`src/rtl/force_pkt_arbiter.sv`:
```
// ----------------------------------------------------------------------------
// force_pkt_pkg / force_pkt_arbiter
//
// Purpose:
//   Round-robin arbiter that collects force writebacks from NUM_REQ requesters
//   and turns each one into a network packet addressed to the node that owns
//   the particle's cell. Requests carrying an out-of-range cell ID are
//   consumed and counted instead of being forwarded. The output is a single
//   registered stage, so a packet appears one cycle after its request is
//   accepted. The stage can accept a new packet every cycle while downstream
//   keeps pkt_ready high.
//
// Ports:
//   clk         in   single clock, rising edge
//   rst_n       in   asynchronous active-low reset
//   req_valid   in   [NUM_REQ]            per-requester valid
//   req_data    in   [NUM_REQ] force_wb_t per-requester force writeback
//   req_ready   out  [NUM_REQ]            per-requester accept (one-hot or 0)
//   pkt_valid   out                       output packet valid
//   pkt_data    out  packet_t             output network packet
//   pkt_ready   in                        downstream accept
//   drop_count  out  [DROP_CNT_WIDTH]     saturating count of dropped requests
// ----------------------------------------------------------------------------
package force_pkt_pkg;

  localparam int NUM_FILTER        = 7;
  localparam int X_DIM             = 4;
  localparam int Y_DIM             = 4;
  localparam int Z_DIM             = 4;
  localparam int CELL_ID_WIDTH     = 3;
  localparam int PARTICLE_ID_WIDTH = 8;
  localparam int FORCE_WIDTH       = 32;
  localparam int NODE_ID_WIDTH     = 6;

  typedef struct packed {
    logic [CELL_ID_WIDTH-1:0]     cell_id_x;
    logic [CELL_ID_WIDTH-1:0]     cell_id_y;
    logic [CELL_ID_WIDTH-1:0]     cell_id_z;
    logic [PARTICLE_ID_WIDTH-1:0] particle_id;
  } particle_ref_t;

  typedef struct packed {
    particle_ref_t          id;
    logic [FORCE_WIDTH-1:0] force_val;
  } force_wb_t;

  typedef struct packed {
    logic [PARTICLE_ID_WIDTH-1:0] particle_id;
    logic [FORCE_WIDTH-1:0]       force_val;
  } payload_t;

  typedef struct packed {
    logic [NODE_ID_WIDTH-1:0] dest_id;
    payload_t                 payload;
  } packet_t;

endpackage

module force_pkt_arbiter
  import force_pkt_pkg::*;
#(
  parameter int NUM_REQ        = NUM_FILTER,
  parameter int DROP_CNT_WIDTH = 16
) (
  input  logic                      clk,
  input  logic                      rst_n,
  input  logic [NUM_REQ-1:0]        req_valid,
  input  force_wb_t [NUM_REQ-1:0]   req_data,
  output logic [NUM_REQ-1:0]        req_ready,
  output logic                      pkt_valid,
  output packet_t                   pkt_data,
  input  logic                      pkt_ready,
  output logic [DROP_CNT_WIDTH-1:0] drop_count
);

  localparam int PTR_W = (NUM_REQ > 1) ? $clog2(NUM_REQ) : 1;

  logic [PTR_W-1:0]          rr_ptr;
  logic [PTR_W-1:0]          grant_idx;
  logic [PTR_W-1:0]          cand_idx;
  logic [NUM_REQ-1:0]        grant;
  logic                      found;
  int                        cand;
  logic                      load_en;
  logic                      xfer;
  logic                      cell_ok;
  force_wb_t                 sel;
  packet_t                   next_pkt;
  logic [DROP_CNT_WIDTH-1:0] drop_cnt_q;

  // Round-robin search starting just after the last winner and wrapping, so
  // the last winner itself is considered only after everyone else. The grant
  // follows req_valid combinationally, so a requester that withdraws hands
  // the grant to the next valid one within the same cycle.
  always_comb begin
    grant     = '0;
    grant_idx = '0;
    found     = 1'b0;
    cand      = 0;
    cand_idx  = '0;
    for (int off = 1; off <= NUM_REQ; off++) begin
      cand = int'(rr_ptr) + off;
      if (cand >= NUM_REQ) begin
        cand = cand - NUM_REQ;
      end
      cand_idx = PTR_W'(cand);
      if (!found && req_valid[cand_idx]) begin
        found           = 1'b1;
        grant[cand_idx] = 1'b1;
        grant_idx       = cand_idx;
      end
    end
  end

  // The output register can take a new packet when it is empty or being
  // drained this cycle. req_ready is additionally gated by rst_n so that
  // nothing is accepted while the block is held in reset.
  assign load_en   = !pkt_valid || pkt_ready;
  assign req_ready = grant & {NUM_REQ{load_en & rst_n}};
  assign xfer      = |req_ready;
  assign sel       = req_data[grant_idx];

  // Cell IDs are 1-based; zero or anything past the grid edge is unroutable.
  // The node ID is the linearised (x,y,z) position with x varying fastest.
  always_comb begin
    cell_ok = (sel.id.cell_id_x != '0) && (sel.id.cell_id_x <= CELL_ID_WIDTH'(X_DIM)) &&
              (sel.id.cell_id_y != '0) && (sel.id.cell_id_y <= CELL_ID_WIDTH'(Y_DIM)) &&
              (sel.id.cell_id_z != '0) && (sel.id.cell_id_z <= CELL_ID_WIDTH'(Z_DIM));
    next_pkt = '0;
    next_pkt.dest_id = NODE_ID_WIDTH'((int'(sel.id.cell_id_z) - 1) * (Y_DIM * X_DIM) +
                                      (int'(sel.id.cell_id_y) - 1) * X_DIM +
                                      (int'(sel.id.cell_id_x) - 1));
    next_pkt.payload.particle_id = sel.id.particle_id;
    next_pkt.payload.force_val   = sel.force_val;
  end

  // Remember the most recent winner. Resetting to the last index makes
  // requester 0 the first one searched after reset.
  always_ff @(posedge clk or negedge rst_n) begin
    if (!rst_n) begin
      rr_ptr <= PTR_W'(NUM_REQ - 1);
    end else if (xfer) begin
      rr_ptr <= grant_idx;
    end
  end

  // Single output stage. When it is allowed to load, it either takes the
  // new packet or goes empty. pkt_data is left untouched when going empty so
  // the last packet stays visible. Dropped requests also leave it empty.
  always_ff @(posedge clk or negedge rst_n) begin
    if (!rst_n) begin
      pkt_valid <= 1'b0;
      pkt_data  <= '0;
    end else if (load_en) begin
      if (xfer && cell_ok) begin
        pkt_valid <= 1'b1;
        pkt_data  <= next_pkt;
      end else begin
        pkt_valid <= 1'b0;
      end
    end
  end

  // Count requests swallowed for an unroutable cell ID, sticking at all-ones.
  always_ff @(posedge clk or negedge rst_n) begin
    if (!rst_n) begin
      drop_cnt_q <= '0;
    end else if (xfer && !cell_ok && (drop_cnt_q != '1)) begin
      drop_cnt_q <= drop_cnt_q + {{(DROP_CNT_WIDTH-1){1'b0}}, 1'b1};
    end
  end

  assign drop_count = drop_cnt_q;

endmodule

```
`config.mk`:
```
export PLATFORM = sky130hd
export DESIGN_NAME = force_pkt_arbiter
export DESIGN_NICKNAME = d
export VERILOG_FILES = /design/src/rtl/force_pkt_arbiter.sv
export SDC_FILE = /design/constraint.sdc
export NUM_CORES = 1
export LEC_CHECK = 0
export ABC_AREA = 1
export CAP_MARGIN = 10
export CORE_AREA = 3 3 166 168
export CTS_CLUSTER_SIZE = 20
export DETAILED_ROUTE_END_ITERATION = 8
export DIE_AREA = 0 0 169 171
export GPL_TIMING_DRIVEN = 0
export PLACE_DENSITY = 0.65
export SETUP_SLACK_MARGIN = 0.15
export SYNTH_ARGS = -nofsm -noshare
export SYNTH_HDL_FRONTEND = slang
export SYNTH_SLANG_ARGS = --single-unit
```
`constraint.sdc`:
```
create_clock -name clk -period 12.2 [get_ports clk]
set_input_delay 2.44 -clock clk [delete_from_list [all_inputs] [get_ports clk]]
set_output_delay 2.44 -clock clk [all_outputs]
set_load 0.005 [all_outputs]
```
# Word-level counts from Yosys, hierarchy flattened
# Index checks and enable logic that the tools add are counted.
word_totals:
  register_bits: 66
  inputBits: 353
classes:
  addsub: 20
  magnitude_cmp: 25
  eq_ne: 1
  mux: 58
  bitwise: 8
  reduce_logical: 35
ops:
  columns: ["op", "count"]
  rows:
  - ["binary-select mux 49 bit (select 3 bit)", 1]
  - ["2-to-1 mux 49 bit", 1]
  - ["2-to-1 mux 7 bit", 7]
  - ["2-to-1 mux 3 bit", 14]
  - ["bitwise OR 7 bit", 6]
  - ["less-than comparator 3 x 4 -> 1 bit, second input constant", 8]
  - ["greater-or-equal comparator 4 x 3 -> 1 bit, second input constant", 7]
  - ["binary-select mux 1 bit (select 3 bit)", 7]
  - ["demux 1 bit (select 3 bit)", 7]
  - ["greater-or-equal comparator 3 x 1 -> 1 bit, second input constant", 7]
  - ["logical AND 1 bit", 21]
  - ["2-to-1 mux 1 bit", 21]
  - ["subtractor 3 bit, second input constant", 7]
  - ["adder 16 x 1 -> 16 bit, second input constant", 1]
  - ["adder 3 x 3 -> 4 bit, second input constant", 4]
  - ["!= test 16 bit, second input constant", 1]
  - ["less-or-equal comparator 3 bit, second input constant", 3]
  - ["nonzero test 3 bit", 3]
  - ["adder 3 x 2 -> 4 bit, second input constant", 2]
  - ["logical NOT 1 bit", 8]
  - ["subtractor 3 x 1 -> 4 bit, second input constant", 2]
  - ["bitwise AND 7 bit", 1]
  - ["OR reduction 7 bit", 1]
  - ["adder 6 x 4 -> 6 bit", 1]
  - ["6 further kinds", 6]

# Depth between registers and ports, before layout
# Gate-level depths: netlist (run 1).
logic_depth:
  depth_word: 35
  depth_mapped: 43
  mapped_depth_nobuf: 38

# Worst setup path after synthesis (run 1)
# OpenSTA, ideal clock, no wires.
synth_timing:
  path_type: "input to output"
  startpoint: "in req_valid[4]"
  endpoint: "out req_ready[6]"
  arrival_time_ns: 4.085
  required_time_ns: 9.760
  slack_ns: 5.675
  cell_stages: 18
  n_path_buf: 1
  path_cell_list: "inv_1 nand3_1 nand2_1 inv_1 nand2_1 nand2_1 nand2_1 nand2_1 inv_1 nand3_4 nor2_1 nand3_2 nor2_2 inv_2 buf_2 o211ai_1 nand2_1 inv_1"
synth_via:
  elab_chain_len: 22
  elab_cells_between_ends: 46
synth_lines:
  columns: ["item", "line", "text"]
  rows:
  - ["from (decl)", "67", "input logic [NUM_REQ-1:0] req_valid,"]
  - ["binary-select mux 1 bit (select 3 bit)", "107", "if (!found && req_valid[cand_idx]) begin"]
  - ["2-to-1 mux 1 bit (not written as such)", "107", null]
  - ["2-to-1 mux 1 bit", "107", null]
  - ["logical NOT 1 bit", "107", null]
  - ["logical AND 1 bit", "107", null]
  - ["2-to-1 mux 1 bit", "107", null]
  - ["logical NOT 1 bit", "107", null]
  - ["logical AND 1 bit", "107", null]
  - ["(+6 left out)", null, null]
  - ["2-to-1 mux 1 bit", "107", null]
  - ["logical NOT 1 bit", "107", null]
  - ["logical AND 1 bit", "107", null]
  - ["2-to-1 mux 1 bit", "107", null]
  - ["logical NOT 1 bit", "107", null]
  - ["logical AND 1 bit", "107", null]
  - ["2-to-1 mux 7 bit *", "107", null]
  - ["bitwise AND 7 bit *", "119", "assign req_ready = grant & {NUM_REQ{load_en & rst_n}};"]
  - ["to (decl)", "69", "output logic [NUM_REQ-1:0] req_ready,"]
# Mark *: on every way between the ends. The rest lies on a longest branch, timed or not. The select of a mux whose other input is x is not followed.

# Final worst setup path (run 1)
layout_timing:
  startpoint: "in req_valid[3]"
  endpoint: "out req_ready[6]"
# Same word-level chain as after synthesis.

==> impl_metrics.json, run 1 <==
{
  "finalMaxSlewViolations": 0,
  "synth_compound_area_frac": 0.178,
  "io_pins": 423,
  "cp_num_buf_inv": 6,
  "final_cell_mix": "423 x nand2_1, 421 x clkdlybuf4s50_1, 254 x nor2_1",
  "drt-pass1-iter-count": 5,
  "dp_cells": 2138,
  "worstSetupPathType": "in2out",
  "clockBufferDepth": 2,
  "cp_top_family": "buffers and inverters",
  "crit_slowest_cell": "clkdlybuf4s50_1",
  "synth.distinct_cells": 55,
  "tritoncts": "built",
  "crit_fanout": 10,
  "fin_crit_sh": 0.674,
  "critPathMostFrequentCell": "nand2_1",
  "ys_ff_latch": 66,
  "cts_sinks": 66,
  "htreeDepth": 3,
  "drt_iter0_drc": 1062,
  "syn2layout_area_growth_pct": 61.5,
  "final_cells": 2164,
  "cts-root-buf": "clkbuf_16",
  "cts_hold_buf": 0,
  "yosys-top-cells-area": "dfrtp_1 20%, nand2_1 19%, nor2_1 12%",
  "synth_top_family_by_area": "simple AND/OR/NAND/NOR gates",
  "synth_nets": 1756,
  "max_stage_delay_ns": 0.57,
  "met1_usage": 0.434,
  "fin_nets": 2190,
  "initial_core_util": 0.314,
  "hold_end": "pkt_data[42]",
  "grt_use_met3": 0.118,
  "yosys.area_share.simple": 0.460,
  "min_period_ns": 8.22,
  "hold_depth": 2,
  "drc": 0,
  "synthArstFlopShare": 1.00,
  "r2r_slack_ns": 4.92,
  "avgSynthCellArea_um2": 5.93,
  "synthAdderAreaFrac": 0.0379,
  "grt_overflow_total": 0,
  "rsz0062_at_grt": "no",
  "nFillCells": 2701,
  "grt_first_pass_wirelength_um": 70500,
  "synth_edf_count": 0,
  "cts_resized": 0,
  "core_mm2": 0.0261,
  "grt_pass1_vias": 10700,
  "final_common_cell": "nand2_1",
  "r2r-end": "pkt_data[45]",
  "finClkSkew_ns": 0.0111,
  "grt_max_degree": 41,
  "grt_usage": 0.329,
  "netlist_area_mm2": 0.00818,
  "routed_via_density": 5.42,
  "busiest_layer": "met2",
  "use_met2": 0.509,
  "drv_cap": 0,
  "worstPathRequired_ns": 9.76,
  "netlist_instances": 1380,
  "cts.repair_timing.setup_buffer_count": 0,
  "yosys.area_share.xor_xnor": 0.0171,
  "post_drt_wl_per_cell_um": 23.6,
  "dieArea_mm2": 0.0289,
  "critPathArrivalTime_ns": 5.78,
  "cp-end-kind": "primary output",
  "clock.fmax_mhz": 122,
  "hold-worst-slack_ns": 0.474,
  "synth_mux_area_frac": 0.00122,
  "startpoint_type": "input port",
  "finalSetupTns_ns": 0,
  "die_h_um": 171,
  "tightestPinTransition_ns": 0.705,
  "die_x_um": 169,
  "clk_latency_ns": 0.34,
  "vias": 11700,
  "status": "finished, final reports clean",
  "reg2reg_from": "rr_ptr[1]",
  "slew_headroom": 0.530,
  "clkTransAtPathRegs_ns": 0.06,
  "cp_cell_sequence": "clkdlybuf4s50_1 > inv_1 > nand3_1 > nand2_1 > nand2_1 > nand2_1 > nand2_1 > nand2_2 > nand3_4 > nor2_1 > nand3_2 > nor2_2 > inv_2 > buf_2 > o211ai_1 > nand2_1 > inv_1 > clkdlybuf4s50_1",
  "ys.flop_type": "dfrtp_1",
  "drive_above_1_share": 0.0566,
  "rr_worst_depth": 32,
  "routed_wl_um": 51100,
  "antenna_found_initial": 21,
  "num_rows": 59,
  "min-delay-start": "pkt_data[42]",
  "hpwl_um": 42300,
  "synth-seq-area-share": 0.202,
  "hold_violations": 0,
  "io_buffers": 422,
  "setup_viol": 0,
  "numCtsBuffers": 9,
  "globalplace.congestion": 1.03,
  "ys_warn_count": 0,
  "synth_top_cell_by_area": "dfrtp_1",
  "ant_nets": 0,
  "yosys.area.top_type_share": 0.196,
  "hp-class": "reg2reg"
}
## cell type report
type / count / area (um^2) / share of cell area
repair buffers: 423 / 4250 / 0.321
plain buffers: 80 / 438 / 0.0331
clock inverters: 6 / 115 / 0.00871
diodes: 10 / 25.0 / 0.00189
well taps: 335 / 419 / 0.0317
inverters: 110 / 415 / 0.0314
multi-input cells: 1124 / 5680 / 0.429
clock buffers: 10 / 229 / 0.0173
flip-flops and latches: 66 / 1650 / 0.125
## through the flow
| step | area [um^2] | setup WS [ns] | util |
|---|---|---|---|
| after global placement | 12800 | 3.13 | 0.492 |
| after floorplan | 8180 | 5.67 | - |
| after detailed placement | 12900 | 4.05 | 0.493 |
| after global routing | 13200 | 3.75 | 0.507 |
| after CTS | 13200 | 4.03 | 0.506 |
| final | 13200 | 3.98 | 0.507 |
## worst min-delay path, delay by kind of cell (launching register included)
kind             cells  cell delay, ns
AND/OR/NAND/NOR      2            0.10
flip-flops           1            0.34
## per-layer routing
metal | wire length, um | share of wire
met1 | 20900 | 0.41
met2 | 22900 | 0.45
met3 | 5860 | 0.11
met4 | 1310 | 0.026
met5 | 149 | 0.0029
## worst max-delay path by stage
stage / start / to / slack [ns] / cells after the start
after floorplan: req_valid[4] / req_ready[6] / 5.67 / 18
after global placement: rst_n / req_ready[5] / 3.13 / 5
after detailed placement: req_valid[4] / req_ready[6] / 4.05 / 20
after CTS: req_valid[4] / req_ready[6] / 4.03 / 20
after global routing: req_valid[3] / req_ready[6] / 3.75 / 18
final: req_valid[3] / req_ready[6] / 3.98 / 18
## cells in the mapped netlist, types with 3 or more instances
master and count:
xnor2_1 7, o32a_1 40, inv_2 8, o21ai_0 72, o21ai_2 5, ha_1 20, nand4_1 15, nor2_2 4
inv_1 99, buf_4 11, fa_1 3, nor3_1 8, nand2_4 3, o311ai_1 9, o311ai_0 31, nor2_1 254
dfrtp_1 64, o22ai_1 3, xor2_1 9, buf_2 17, nand2_1 423, o21ai_1 15, nand3_1 136, buf_6 10
nand3b_1 13, clkbuf_1 41, o211ai_1 6, a21oi_1 10, nand2_2 10, nand3_4 3
## kinds of logic after synthesis
group,Yosys count
simple gates,881
compound gates,203
xor+xnor,16
mux,1
fa+ha+maj,23
flops,66
buf+inv,190
## registers in the layout (all words and copies together) (netlist names)
register	count
rr_ptr	3
drop_count	16
pkt_valid	1
pkt_data	46
Power of run 1 is left out: the tool's default activity adds up to more than one toggle a clock period on the data nets, which glitch-free logic cannot reach.
==> run 2, diff against run 1 <==
--- a/config.mk
+++ b/config.mk
@@ -7,12 +7,12 @@
 export LEC_CHECK = 0
 export ABC_AREA = 1
 export CAP_MARGIN = 10
-export CORE_AREA = 3 3 166 168
+export CORE_AREA = 3 3 164 166
 export CTS_CLUSTER_SIZE = 20
 export DETAILED_ROUTE_END_ITERATION = 8
-export DIE_AREA = 0 0 169 171
+export DIE_AREA = 0 0 167 169
 export GPL_TIMING_DRIVEN = 0
-export PLACE_DENSITY = 0.65
+export PLACE_DENSITY = 0.67
 export SETUP_SLACK_MARGIN = 0.15
 export SYNTH_ARGS = -nofsm -noshare
 export SYNTH_HDL_FRONTEND = slang
==> constraint.sdc (replaced) <==
create_clock -name clk -period 8.4 [get_ports clk]
set_input_delay 1.68 -clock clk [delete_from_list [all_inputs] [get_ports clk]]
set_output_delay 1.68 -clock clk [all_outputs]
set_load 0.005 [all_outputs]
==> impl_metrics.json, run 2 (same netlist as run 1, synthesis figures left out) <==
{
  "multi_input_area_mm2": 0.00568,
  "drt-pass1-iter-count": 5,
  "clkTransAtPathRegs_ns": 0.07,
  "crit_fanout": 10,
  "max_stage_delay_ns": 0.64,
  "largest_register_ffs": 46,
  "drt_iter0_drc": 1011,
  "routed_via_density": 5.37,
  "post_drt_wl_per_cell_um": 23.3,
  "drv_cap": 0,
  "grt_pass1_vias": 11200,
  "final_cell_mix": "423 x nand2_1, 421 x clkdlybuf4s50_1, 254 x nor2_1",
  "htreeDepth": 3,
  "hp-class": "reg2reg",
  "syn2layout_area_growth_pct": 61.0,
  "cts_sinks": 66,
  "grt_first_pass_wirelength_um": 72100,
  "die_h_um": 169,
  "grt_max_degree": 57,
  "core_mm2": 0.0258,
  "status": "finished, final reports clean",
  "num_rows": 59,
  "fin_nets": 2190,
  "numCtsBuffers": 9,
  "hold-worst-slack_ns": 0.479,
  "grt_overflow_total": 0,
  "critPathArrivalTime_ns": 7.36,
  "grt_usage": 0.339,
  "cts_hold_buf": 0,
  "min_period_ns": 7.13,
  "antenna_found_initial": 21,
  "ant_nets": 0,
  "worstSetupPathType": "reg2reg",
  "hold_violations": 0,
  "fin_crit_sh": 0.849,
  "final_common_cell": "nand2_1",
  "clk_latency_ns": 0.36,
  "dieArea_mm2": 0.0282,
  "drc": 0,
  "routed_wl_um": 50400,
  "io_buffers": 422,
  "globalplace.congestion": 0.986,
  "initial_core_util": 0.318,
  "cts-root-buf": "clkbuf_16",
  "cp-end-kind": "flip-flop",
  "drive_above_1_share": 0.0561,
  "tightestPinTransition_ns": 0.809,
  "die_x_um": 167,
  "regArea_mm2": 0.00165,
  "cts_resized": 0,
  "finClkSkew_ns": 0.0156,
  "vias": 11600,
  "io_pins": 423,
  "finalSetupTns_ns": 0,
  "setup_viol": 0,
  "crit_slowest_cell": "dfstp_2",
  "startpoint_type": "flip-flop",
  "clock.fmax_mhz": 140,
  "worstPathRequired_ns": 8.63,
  "hpwl_um": 41400,
  "slew_headroom": 0.461,
  "clockBufferDepth": 2,
  "nFillCells": 2641,
  "tritoncts": "built",
  "finalMaxSlewViolations": 0,
  "cts.repair_timing.setup_buffer_count": 0,
  "largest_register": "pkt_data",
  "rsz0062_at_grt": "no"
}
## run 2: cell count changes in the layout (fill, tap and decap cells not counted)
cell       previous run  this run
clkinv_2              0         2
clkinv_4              2         1
diode_2              10        14
bufinv_16             3         1
## run 2: final cells by class
cell class	count	share of cell area
Buffer	80	0.0332
Clock inverter	5	0.00427
Timing Repair Buffer	423	0.323
Sequential cell	66	0.126
Antenna cell	14	0.00266
Clock buffer	10	0.0174
Inverter	110	0.0315
Tap cell	335	0.0318
Multi-Input combinational cell	1124	0.431
## run 2: metal layers
metal / vias up / part of all wire / global-route usage / wire length, um
met5: - / 0.0019 / 0 / 94
met4: 14 / 0.030 / 0.116 / 1520
met3: 103 / 0.10 / 0.109 / 5040
met2: 651 / 0.45 / 0.536 / 22800
met1: 5411 / 0.42 / 0.438 / 20900
li1: 5457 / - / - / -
## run 2: worst paths after layout
check	to	slack (ns)	cells past startpoint	start
max reg2reg	pkt_data[45]	1.27	32	rr_ptr[1]
max in group asynchronous	rr_ptr[2]	6.60	2	rst_n
min in group asynchronous	drop_count[7]	1.17	1	rst_n
min	pkt_data[40]	0.48	2	pkt_data[40]
min reg2reg	pkt_data[40]	0.48	2	pkt_data[40]
max	pkt_data[45]	1.27	32	rr_ptr[1]
## run 2: critical path: cells and delay by family, from the launching register on
family,cells,cell delay (ns)
and+or+nand+nor,16,2.07
adders and majority gates,5,1.94
buffers and inverters,7,1.06
AOI/OAI and AO/OA,2,0.86
DFF,1,0.64
xor gates and xnor gates,2,0.39
## run 2: through the flow
step                      worst slack, ns  instances  area, um^2  utilization
after CTS                            1.36       2153       13100        0.510
after floorplan                      2.67       1380        8180            -
after global routing                0.787       2163       13200        0.511
final                                1.27       2167       13200        0.511
after detailed placement             1.11       2138       12900        0.499
after global placement              0.940       2137       12800        0.498
Power of run 2 is left out for the same reason.
==> run 3, diff against run 2 <==
==> constraint.sdc (replaced) <==
create_clock -name clk -period 7.4 [get_ports clk]
set_input_delay 1.48 -clock clk [delete_from_list [all_inputs] [get_ports clk]]
set_output_delay 1.48 -clock clk [all_outputs]
set_load 0.005 [all_outputs]
==> impl_metrics.json, run 3 (same netlist as run 1, synthesis figures left out) <==
{
  "status": "finished, final reports clean",
  "grt_pass1_vias": 11200,
  "die_h_um": 169,
  "setup_viol": 0,
  "drc": 0,
  "tightestPinTransition_ns": 0.777,
  "finalMaxSlewViolations": 0,
  "slew_headroom": 0.482,
  "finClkSkew_ns": 0.0177,
  "num_rows": 59,
  "drt_iter0_drc": 929,
  "startpoint": "rr_ptr[1]",
  "vias": 11700,
  "hold_violations": 0,
  "cp_top_family": "simple AND/OR/NAND/NOR gates",
  "htreeDepth": 3,
  "routed_via_density": 5.39,
  "worstSetupPathType": "reg2reg",
  "regArea_mm2": 0.00165,
  "clockBufferDepth": 2,
  "fin_ws_ns": 0.611,
  "min_period_ns": 6.79,
  "die_x_um": 167,
  "cts.repair_timing.setup_buffer_count": 0,
  "initial_core_util": 0.318,
  "m1WireLength_um": 20900,
  "finalSetupTns_ns": 0,
  "post_drt_wl_per_cell_um": 23.3,
  "routed_wl_um": 50400,
  "cts_resized": 0,
  "final_util": 0.511,
  "dieArea_mm2": 0.0282,
  "drt-pass1-iter-count": 6,
  "io_buffers": 422,
  "drive_above_1_share": 0.0578,
  "fin_crit_sh": 0.917,
  "grt_max_degree": 57,
  "cp-end-kind": "flip-flop",
  "post-place-ws_ns": 0.311,
  "core_mm2": 0.0258,
  "max_stage_delay_ns": 0.64,
  "clk_latency_ns": 0.36,
  "largest_register": "pkt_data",
  "largest_register_ffs": 46,
  "worstPathRequired_ns": 7.63,
  "nFillCells": 2636,
  "cp_num_buf_inv": 7,
  "cts_hold_buf": 0,
  "antenna_found_initial": 21,
  "grt_first_pass_wirelength_um": 72100,
  "multi_input_area_mm2": 0.00568,
  "tritoncts": "built",
  "crit_fanout": 10,
  "drv_cap": 0,
  "numCtsBuffers": 9,
  "hpwl_um": 41400,
  "startpoint_type": "flip-flop",
  "wl_met3_um": 5110,
  "reg2reg_from": "rr_ptr[1]",
  "rsz0062_at_grt": "no",
  "dr_wl_met2_um": 22700,
  "clock.fmax_mhz": 147,
  "hp-class": "reg2reg",
  "final_common_cell": "nand2_1",
  "grt_overflow_total": 0,
  "final_cell_mix": "423 x nand2_1, 421 x clkdlybuf4s50_1, 254 x nor2_1",
  "syn2layout_area_growth_pct": 61.0,
  "grt_usage": 0.339,
  "critPathArrivalTime_ns": 7.02,
  "cts-root-buf": "clkbuf_16",
  "fin_nets": 2189,
  "ant_nets": 0,
  "cts_sinks": 66,
  "globalplace.congestion": 0.986,
  "io_pins": 423,
  "clkTransAtPathRegs_ns": 0.07,
  "crit_slowest_cell": "dfstp_2",
  "routed.top_layer": "met5",
  "min-delay-start": "pkt_data[40]"
}
-- run 3: worst min-delay path: stages, from the launching register on --
cell,delay (ns)
dfrtp_1,0.34
nand2_1,0.05
nand2_1,0.05
-- run 3: cell type report --
class / count / area share
clock buffers: 10 / 0.0174
multi-input cells: 1124 / 0.431
plain buffers: 79 / 0.0331
clock inverters: 5 / 0.00427
repair buffers: 423 / 0.323
well taps: 335 / 0.0318
flip-flops and latches: 66 / 0.126
diodes: 14 / 0.00266
inverters: 110 / 0.0315
-- run 3: worst paths after layout --
check,endpoint,slack (ns),cells after the start
worst max-delay path,pkt_data[45],0.61,32
worst min-delay path,pkt_data[40],0.48,2
worst max register to register,pkt_data[45],0.61,32
worst min register to register,pkt_data[40],0.48,2
max in group asynchronous,rr_ptr[2],5.81,2
min in group asynchronous,drop_count[7],0.97,1
-- run 3: per-layer routing --
layer	vias up	track usage
met5	-	0
met4	12	0.116
met3	106	0.109
met2	646	0.536
met1	5458	0.438
li1	5453	-
-- run 3: through the flow --
step                cell area (um^2)  cells  hold WS (ns)
floorplan                       8180   1380         0.465
global placement               12800   2137         0.459
global route                   13200   2162         0.493
finish                         13200   2166         0.480
detailed placement             12900   2138         0.465
CTS                            13100   2153         0.481
Power of run 3 is left out for the same reason.
